`src/rtl/rr_sel_pkg.sv`:
```
// Shared definitions for the 4-lane round-robin selector.
// Holds the FSM state type, the lane count and select width,
// and a helper that turns a lane index into a one-hot grant.
package rr_sel_pkg;

    localparam int unsigned N     = 4;
    localparam int unsigned SEL_W = 2;

    typedef enum logic {
        IDLE  = 1'b0,
        GRANT = 1'b1
    } state_t;

    // One-hot grant vector for a lane index
    function automatic logic [N-1:0] onehot4(input logic [SEL_W-1:0] idx);
        return N'(1) << idx;
    endfunction

endpackage

```
`src/rtl/rr_pick4.sv`:
```
// Rotating priority picker: finds the first requesting lane at or after ptr.
// Ports:
//   req   [3:0] in  per-lane request
//   ptr   [1:0] in  lane with highest priority
//   found       out some lane is requesting
//   idx   [1:0] out winning lane (equals ptr when nothing is found)
module rr_pick4
    import rr_sel_pkg::*;
(
    input  logic [N-1:0]     req,
    input  logic [SEL_W-1:0] ptr,
    output logic             found,
    output logic [SEL_W-1:0] idx
);

    logic [SEL_W-1:0] lane_c;

    // Scan ptr, ptr+1, ... with mod-4 wrap; first hit wins
    always_comb begin
        found  = 1'b0;
        idx    = ptr;
        lane_c = ptr;
        for (int i = 0; i < int'(N); i++) begin
            lane_c = ptr + SEL_W'(i);
            if (!found && req[lane_c]) begin
                found = 1'b1;
                idx   = lane_c;
            end
        end
    end

endmodule

```
`src/rtl/rr_sel4.sv`:
```
// 4-lane round-robin arbiter with bounded bursts. Presents the chosen lane
// as a registered select and one-hot grant, held until ready.
// Ports:
//   clk          in  rising-edge clock
//   rst          in  synchronous active-high reset
//   req   [3:0]  in  per-lane request
//   ready        in  consumer accepts current selection
//   s     [1:0]  out registered select index
//   gnt   [3:0]  out registered one-hot grant (zero when not valid)
//   valid        out registered, s/gnt meaningful
module rr_sel4
    import rr_sel_pkg::*;
#(
    parameter int unsigned BURST = 4,
    parameter int unsigned CNT_W = 3
) (
    input  logic             clk,
    input  logic             rst,
    input  logic [N-1:0]     req,
    input  logic             ready,
    output logic [SEL_W-1:0] s,
    output logic [N-1:0]     gnt,
    output logic             valid
);

    state_t           state;
    logic [SEL_W-1:0] ptr;
    logic [CNT_W-1:0] burst_cnt;

    logic             xfer_c;
    logic             burst_more_c;
    logic [CNT_W:0]   cnt_next_c;
    logic [SEL_W-1:0] pick_ptr_c;
    logic             found_c;
    logic [SEL_W-1:0] idx_c;

    assign xfer_c = valid && ready;

    // Extra bit keeps burst_cnt+1 from wrapping when BURST fills CNT_W
    assign cnt_next_c   = (CNT_W+1)'(burst_cnt) + (CNT_W+1)'(1);
    assign burst_more_c = (cnt_next_c < (CNT_W+1)'(BURST)) && req[s];

    // While granting, the only pick that matters is at burst end, from s+1
    assign pick_ptr_c = (state == GRANT) ? s + SEL_W'(1) : ptr;

    rr_pick4 u_pick (
        .req   (req),
        .ptr   (pick_ptr_c),
        .found (found_c),
        .idx   (idx_c)
    );

    // Arbitration FSM with registered outputs
    always_ff @(posedge clk) begin
        if (rst) begin
            state     <= IDLE;
            ptr       <= '0;
            burst_cnt <= '0;
            s         <= '0;
            gnt       <= '0;
            valid     <= 1'b0;
        end else begin
            case (state)
                IDLE: begin
                    if (found_c) begin
                        state     <= GRANT;
                        s         <= idx_c;
                        gnt       <= onehot4(idx_c);
                        valid     <= 1'b1;
                        burst_cnt <= '0;
                    end
                end
                GRANT: begin
                    if (xfer_c) begin
                        if (burst_more_c) begin
                            burst_cnt <= burst_cnt + CNT_W'(1);
                        end else begin
                            ptr <= s + SEL_W'(1);
                            if (found_c) begin
                                s         <= idx_c;
                                gnt       <= onehot4(idx_c);
                                burst_cnt <= '0;
                            end else begin
                                // s keeps its last value on the way to idle
                                state <= IDLE;
                                valid <= 1'b0;
                                gnt   <= '0;
                            end
                        end
                    end
                end
                default: begin
                    state <= IDLE;
                    valid <= 1'b0;
                    gnt   <= '0;
                end
            endcase
        end
    end

endmodule

```
`config.mk`:
```
export PLATFORM = sky130hd
export DESIGN_NAME = rr_sel4
export DESIGN_NICKNAME = d
export VERILOG_FILES = /design/src/rtl/rr_sel_pkg.sv /design/src/rtl/rr_pick4.sv /design/src/rtl/rr_sel4.sv
export SDC_FILE = /design/constraint.sdc
export NUM_CORES = 1
export LEC_CHECK = 0
export ABC_AREA = 1
export CAP_MARGIN = 10
export CORE_MARGIN = 5
export CORE_UTILIZATION = 48
export CTS_BUF_LIST = sky130_fd_sc_hd__clkbuf_8 sky130_fd_sc_hd__clkbuf_16
export DETAILED_ROUTE_END_ITERATION = 7
export GPL_TIMING_DRIVEN = 1
export HOLD_SLACK_MARGIN = 0.05
export PLACE_DENSITY = 0.84
export SYNTH_ARGS = -nofsm -noshare
export SYNTH_HDL_FRONTEND = slang
export SYNTH_HIERARCHICAL = 1
export SYNTH_SLANG_ARGS = --single-unit
export TNS_END_PERCENT = 20
```
`constraint.sdc`:
```
create_clock -name clk -period 2.1 [get_ports clk]
set_input_delay 0.315 -clock clk [delete_from_list [all_inputs] [get_ports clk]]
set_output_delay 0.315 -clock clk [all_outputs]
set_load 0.02 [all_outputs]
```
Word level (Yosys, flattened, before mapping)
Cells that the tools add are included.
{"block": "op_classes", "addsub": 6, "multipliers": 0, "div": 0, "magnitude_cmp": 6, "eq_ne": 4, "n_shift": 1, "mux": 40, "bitwise_logic": 2, "n_reduce_logical": 12}
{"operator": "1-bit 2-to-1 mux", "count": 16}
{"operator": "4-bit 2-to-1 mux", "count": 4}
{"operator": "2-bit by 3-bit less-than comparator with 1-bit output, second input constant", "count": 5}
{"operator": "2-bit 2-to-1 mux", "count": 7}
{"operator": "1-bit binary-select mux with 2-bit select", "count": 5}
{"operator": "3-bit 2-to-1 mux", "count": 3}
{"operator": "4-bit case mux with 2 select lines", "count": 1}
{"operator": "2-bit != test, second input constant", "count": 3}
{"operator": "3-bit case mux with 2 select lines", "count": 1}
{"operator": "3-bit AND reduction", "count": 2}
{"operator": "1-bit logical AND", "count": 5}
{"operator": "2-bit by 1-bit adder with 2-bit output, second input constant", "count": 2}
{"operator": "2-bit adder, second input constant", "count": 2}
{"operator": "3-bit by 1-bit adder with 4-bit output, second input constant", "count": 1}
{"operator": "4-bit by 3-bit less-than comparator with 1-bit output, second input constant", "count": 1}
{"operator": "1-bit case mux with 2 select lines", "count": 2}
{"operator": "2-bit case mux with 2 select lines", "count": 1}
{"operator": "4-bit AND reduction", "count": 1}
{"operator": "1-bit by 2-bit << shifter with 4-bit output, first input constant", "count": 1}
{"operator": "3-bit by 1-bit adder with 3-bit output, second input constant", "count": 1}
{"operator": "1-bit zero test", "count": 3}
{"operator": "2-bit by 1-bit != test with 1-bit output, second input constant", "count": 1}
{"operator": "1-bit inverter", "count": 2}
{"operator": "2-bit AND reduction", "count": 1}
{"block": "word_totals", "reg_bits": 13, "latch_bits": 0, "mem_bits_rw": 0, "romBits": 0, "input_bits": 7, "word_cells": 77, "n_memories": 0}

Logic depth before layout (Yosys ltp)
{"block": "logic_depth", "depth_word": 19, "mapped_depth": 18, "mapped_depth_nobuf": 18}

By module
Netlist, hierarchy kept.
{"module": "rr_sel4", "instances": 1, "cells_each": 99, "area_each_um2": 703.2}
{"module": "rr_pick4", "instances": 1, "cells_each": 63, "area_each_um2": 282.8}

Worst setup path after synthesis
OpenSTA, ideal clock, no wires.
{"block": "synth_path", "path_kind": "reg2reg", "start": "register s[0]", "end": "register gnt[1]", "setup_ns": 0.070, "arrival_ns": 2.225, "required_time_ns": 2.030, "path_slack_ns": -0.195, "path_stages_with_launch": 16, "path_buffers": 0, "path_cell_list": "dfxtp_1 -> xor2_1 -> nand2_1 -> o21ai_0 -> inv_2 -> nand2_1 -> nand2_2 -> nand2_1 -> nand2_2 -> a21oi_2 -> nand3_2 -> o21ai_1 -> inv_1 -> nor3_1 -> nand2_1 -> a21oi_1"}
{"block": "synth_between", "elab_chain_len": 19, "word_cells_on_any_way": 38, "cone_classes": "add/sub: 4; eq/ne: 2; shift: 1; mux: 23; reduce/logical: 8"}
{"element": "from (decl)", "line": "rr_sel4.sv:21", "source": "output logic [SEL_W-1:0] s,"}
{"element": "from (signal assigned)", "line": "rr_sel4.sv:67", "source": "s <= idx_c;"}
{"element": "from (signal assigned)", "line": "rr_sel4.sv:80", "source": "s <= idx_c;"}
{"element": "2-bit by 1-bit adder with 2-bit output (*)", "line": "rr_sel4.sv:44", "source": "assign pick_ptr_c = (state == GRANT) ? s + SEL_W'(1) : ptr;"}
{"element": "2-bit 2-to-1 mux (*)", "line": "rr_sel4.sv:44"}
{"element": "via pick_ptr_c[1]", "line": "rr_sel4.sv:33", "source": "logic [SEL_W-1:0] pick_ptr_c;"}
{"element": "branches (longest 11 deep; another with 2-bit by 1-bit adder with 2-bit output)"}
{"element": "2-bit 2-to-1 mux (*)", "line": "rr_pick4.sv:25", "source": "if (!found && req[lane_c]) begin"}
{"element": "via idx_c[0]", "line": "rr_sel4.sv:35", "source": "logic [SEL_W-1:0] idx_c;"}
{"element": "1-bit by 2-bit << shifter with 4-bit output (*)", "line": "rr_sel_pkg.sv:16", "source": "return N'(1) << idx;"}
{"element": "4-bit 2-to-1 mux", "line": "rr_sel4.sv:79", "source": "if (found_c) begin"}
{"element": "4-bit 2-to-1 mux", "line": "rr_sel4.sv:75", "source": "if (burst_more_c) begin"}
{"element": "4-bit 2-to-1 mux", "line": "rr_sel4.sv:74", "source": "if (xfer_c) begin"}
{"element": "4-bit case mux with 2 select lines (*)", "line": "rr_sel4.sv:63", "source": "case (state)"}
{"element": "to (signal assigned)", "line": "rr_sel4.sv:68", "source": "gnt <= onehot4(idx_c);"}
{"element": "to (signal assigned)", "line": "rr_sel4.sv:81", "source": "gnt <= onehot4(idx_c);"}
{"element": "to (decl)", "line": "rr_sel4.sv:22", "source": "output logic [N-1:0] gnt,"}
Mark *: on every way through the listed nets, which the timed path passes. The select of a mux whose other input is x is not followed.
A chain may end at the register's enable or synchronous reset.

Worst setup path in the final report
{"block": "layout_path", "start": "register s[0]", "end": "register gnt[2]"}
The elaborated chain is that of the path after synthesis.

==> run metrics <==
Area Growth Syn to Fin=55.5%; Syn Area/Cell=6.09 um^2; clk_skew=between 1 and 1.5 ps; 1st-iter DRT viols=25; CTS buffer count=3; # rows=16; Die Y=about 55 um; failing checks=negative setup slack; GRT overflow=0; Final ANT Viol Nets=0; # setup viols final=5; nature of the critical path startpoint=flop; Initial Util=0.503; Die ar.=3060 um^2; post-DP HPWL=1890 um; RSZ-0062 raised after global routing=true; post-route setup slack=-107 ps; post-route minimum period=around 2200 ps; share of cells above drive strength 1=0.400; CP required=about 2300 ps; Total Routed Length=3260 um; PwrDens=1790 nW/um^2; critical path endpoint category=flop; type of the worst setup path=flop to flop; warnings from Yosys=6; Data arrival, critical path=between 2000 and 2500 ps; period utilisation layout=1.05; post-route cell area=1530 um^2; status=finished, violations left; Vias=roughly 1200; initial antenna violation count=0; largest net degree at the start of global routing=11; cell leakage power=0.713 nW; Slew @ Worst Pin=402 ps; Final #Nets=slightly above 200; Syn Nets=170; fmax=453 MHz; Die X=55.3 um; normalized max-slew margin=0.731; hold crit path type=flop to flop; Synth Instances=about 160; CTS tree=yes; maximum vdd drop=1260 uV; crit-path max FO=4; DR pass1 iterations=4; max cap viols=0; H-Tree Depth=1; hold_buf cts=0; core area=1960 um^2; Pwr Total=2.74 mW; sequential share of the synthesized area=0.264; clk root buf=clkbuf_8; clock slew at reported path FFs=approximately 60 ps; DRC Markers=0; All-Layer GR Usage=0.173; area post-placement=between 1000 and 1500 um^2; PortBufs=13; final hold vios=0; first-pass GRT wire length=roughly 4400 um; boundary pin count=14; clk sinks=13; routed len/inst=14.7 um; CTS Buffer Depth=2; Via density=5.46; Post-Syn Area=986 um^2; Ant. Diodes=0; max-slew violation count=0; gp weighted congestion=0.831; Netlist cell types=24; vias in the first global route=1093; Clk Latency, worst-skew pair=250 ps; Seq cells post-synth=13
cell usage after synthesis (all sizes together):
| cell type | instances | share of area |
|---|---|---|
| nand3b | 1 | 0.0076 |
| nor3 | 4 | 0.020 |
| o21bai | 1 | 0.0076 |
| o21ai | 7 | 0.036 |
| nand4 | 2 | 0.013 |
| a21oi | 9 | 0.049 |
| inv | 23 | 0.088 |
| nand3 | 19 | 0.12 |
| xor2 | 2 | 0.018 |
| or2 | 1 | 0.0063 |
| ha | 1 | 0.013 |
| buf | 2 | 0.011 |
| dfxtp | 13 | 0.26 |
| nand2 | 69 | 0.31 |
| nor2 | 8 | 0.038 |
flip-flops by register name, summed over array words and instances, names as in the netlist:
register,count
valid,1
gnt,4
state,1
burst_cnt,3
ptr,2
s,2
worst max-delay path: stages, from the launching register on:
cell,delay [ps]
dfxtp_2,330
xor2_2,180
nand2_1,120
o21ai_4,90
buf_6,130
nand2_2,80
nand2_4,70
nand2_4,80
nand2_4,60
a21oi_4,170
nand3_4,120
nand2_1,150
o21ai_4,100
nor3_2,230
nand2_2,90
a21oi_2,120
power by group:
| part | leakage (nW) | internal [mW] | total, mW | switching, mW |
|---|---|---|---|---|
| registers | 0.107 | 0.317 | 0.366 | 0.0487 |
| clock network | 0.0269 | 0.130 | 0.227 | 0.0972 |
| logic | 0.579 | 0.883 | 2.15 | 1.27 |
| total | 0.713 | 1.33 | 2.74 | 1.41 |
path summary, 6_finish.rpt:
check	depth (start not counted)	startpoint	slack, ps	to
setup / recovery	15	s[0]$_SDFFE_PP0P_	-110	gnt[2]$_SDFFE_PP0P_
hold / removal	2	burst_cnt[2]$_SDFFE_PP0N_	470	burst_cnt[2]$_SDFFE_PP0N_
setup reg to reg	15	s[0]$_SDFFE_PP0P_	-110	gnt[2]$_SDFFE_PP0P_
hold reg to reg	2	burst_cnt[2]$_SDFFE_PP0N_	470	burst_cnt[2]$_SDFFE_PP0N_
layout make-up:
class                      count  area, um^2
clock buffer                   3        41.3
clock inverter                 1        3.75
fill                         147         429
inverter                      23        88.8
multi-input combinational    124         822
sequential                    13         267
tap                           27        33.8
timing repair buffer          31         277
per-stage QoR:
stage	TNS, ps	hold slack [ps]	setup WS (ps)	util	std cells
after floorplan	0	426	35.2	-	162
after global placement	-77.7	447	-46.3	0.622	210
after detailed placement	-303	458	-145	0.622	210
after CTS	0	466	0.708	0.669	216
after global routing	-1740	477	-264	0.781	222
final	-427	465	-107	0.781	222
layer usage:
layer	part of all wire	global-route usage
met2	0.54	0.319
met4	0.041	0.111
met1	0.39	0.179
met5	0	0
met3	0.024	0.0233
layout by cell type (no fill, tap or decap), types with 2 or more instances in the layout:
master	Yosys	routed
buf_6	0	3
nand3_4	0	2
o21ai_4	0	3
dfxtp_1	13	10
inv_1	20	17
buf_4	1	15
nor2_4	1	2
nand3_1	14	9
nand2_1	61	45
nor3_2	0	2
nand3_2	5	8
nand2_4	2	7
nor2_1	7	6
clkbuf_8	0	3
o21ai_1	4	3
a21oi_1	8	6
dfxtp_2	0	2
clkdlybuf4s50_1	0	13
nand4_1	2	2
nand2_2	5	16
inv_2	3	6
a21oi_2	1	2
logic make-up after synthesis:
| group | count (synthesis) | synth area share |
|---|---|---|
| and+or+nand+nor | 104 | 0.514 |
| adders and majority gates | 1 | 0.0127 |
| DFF | 13 | 0.264 |
| buffers and inverters | 25 | 0.0990 |
| xor gates and xnor gates | 2 | 0.0178 |
| AOI/OAI and AO/OA | 17 | 0.0926 |
repair_timing:
action / CTS / global route
resized for setup: 10 / 48
setup endpoints to repair: 4 / 11
pin swaps: 2 / 18
cloned: 1 / 0
setup buffers: 1 / 6
(Power assumes the default switching activity.)
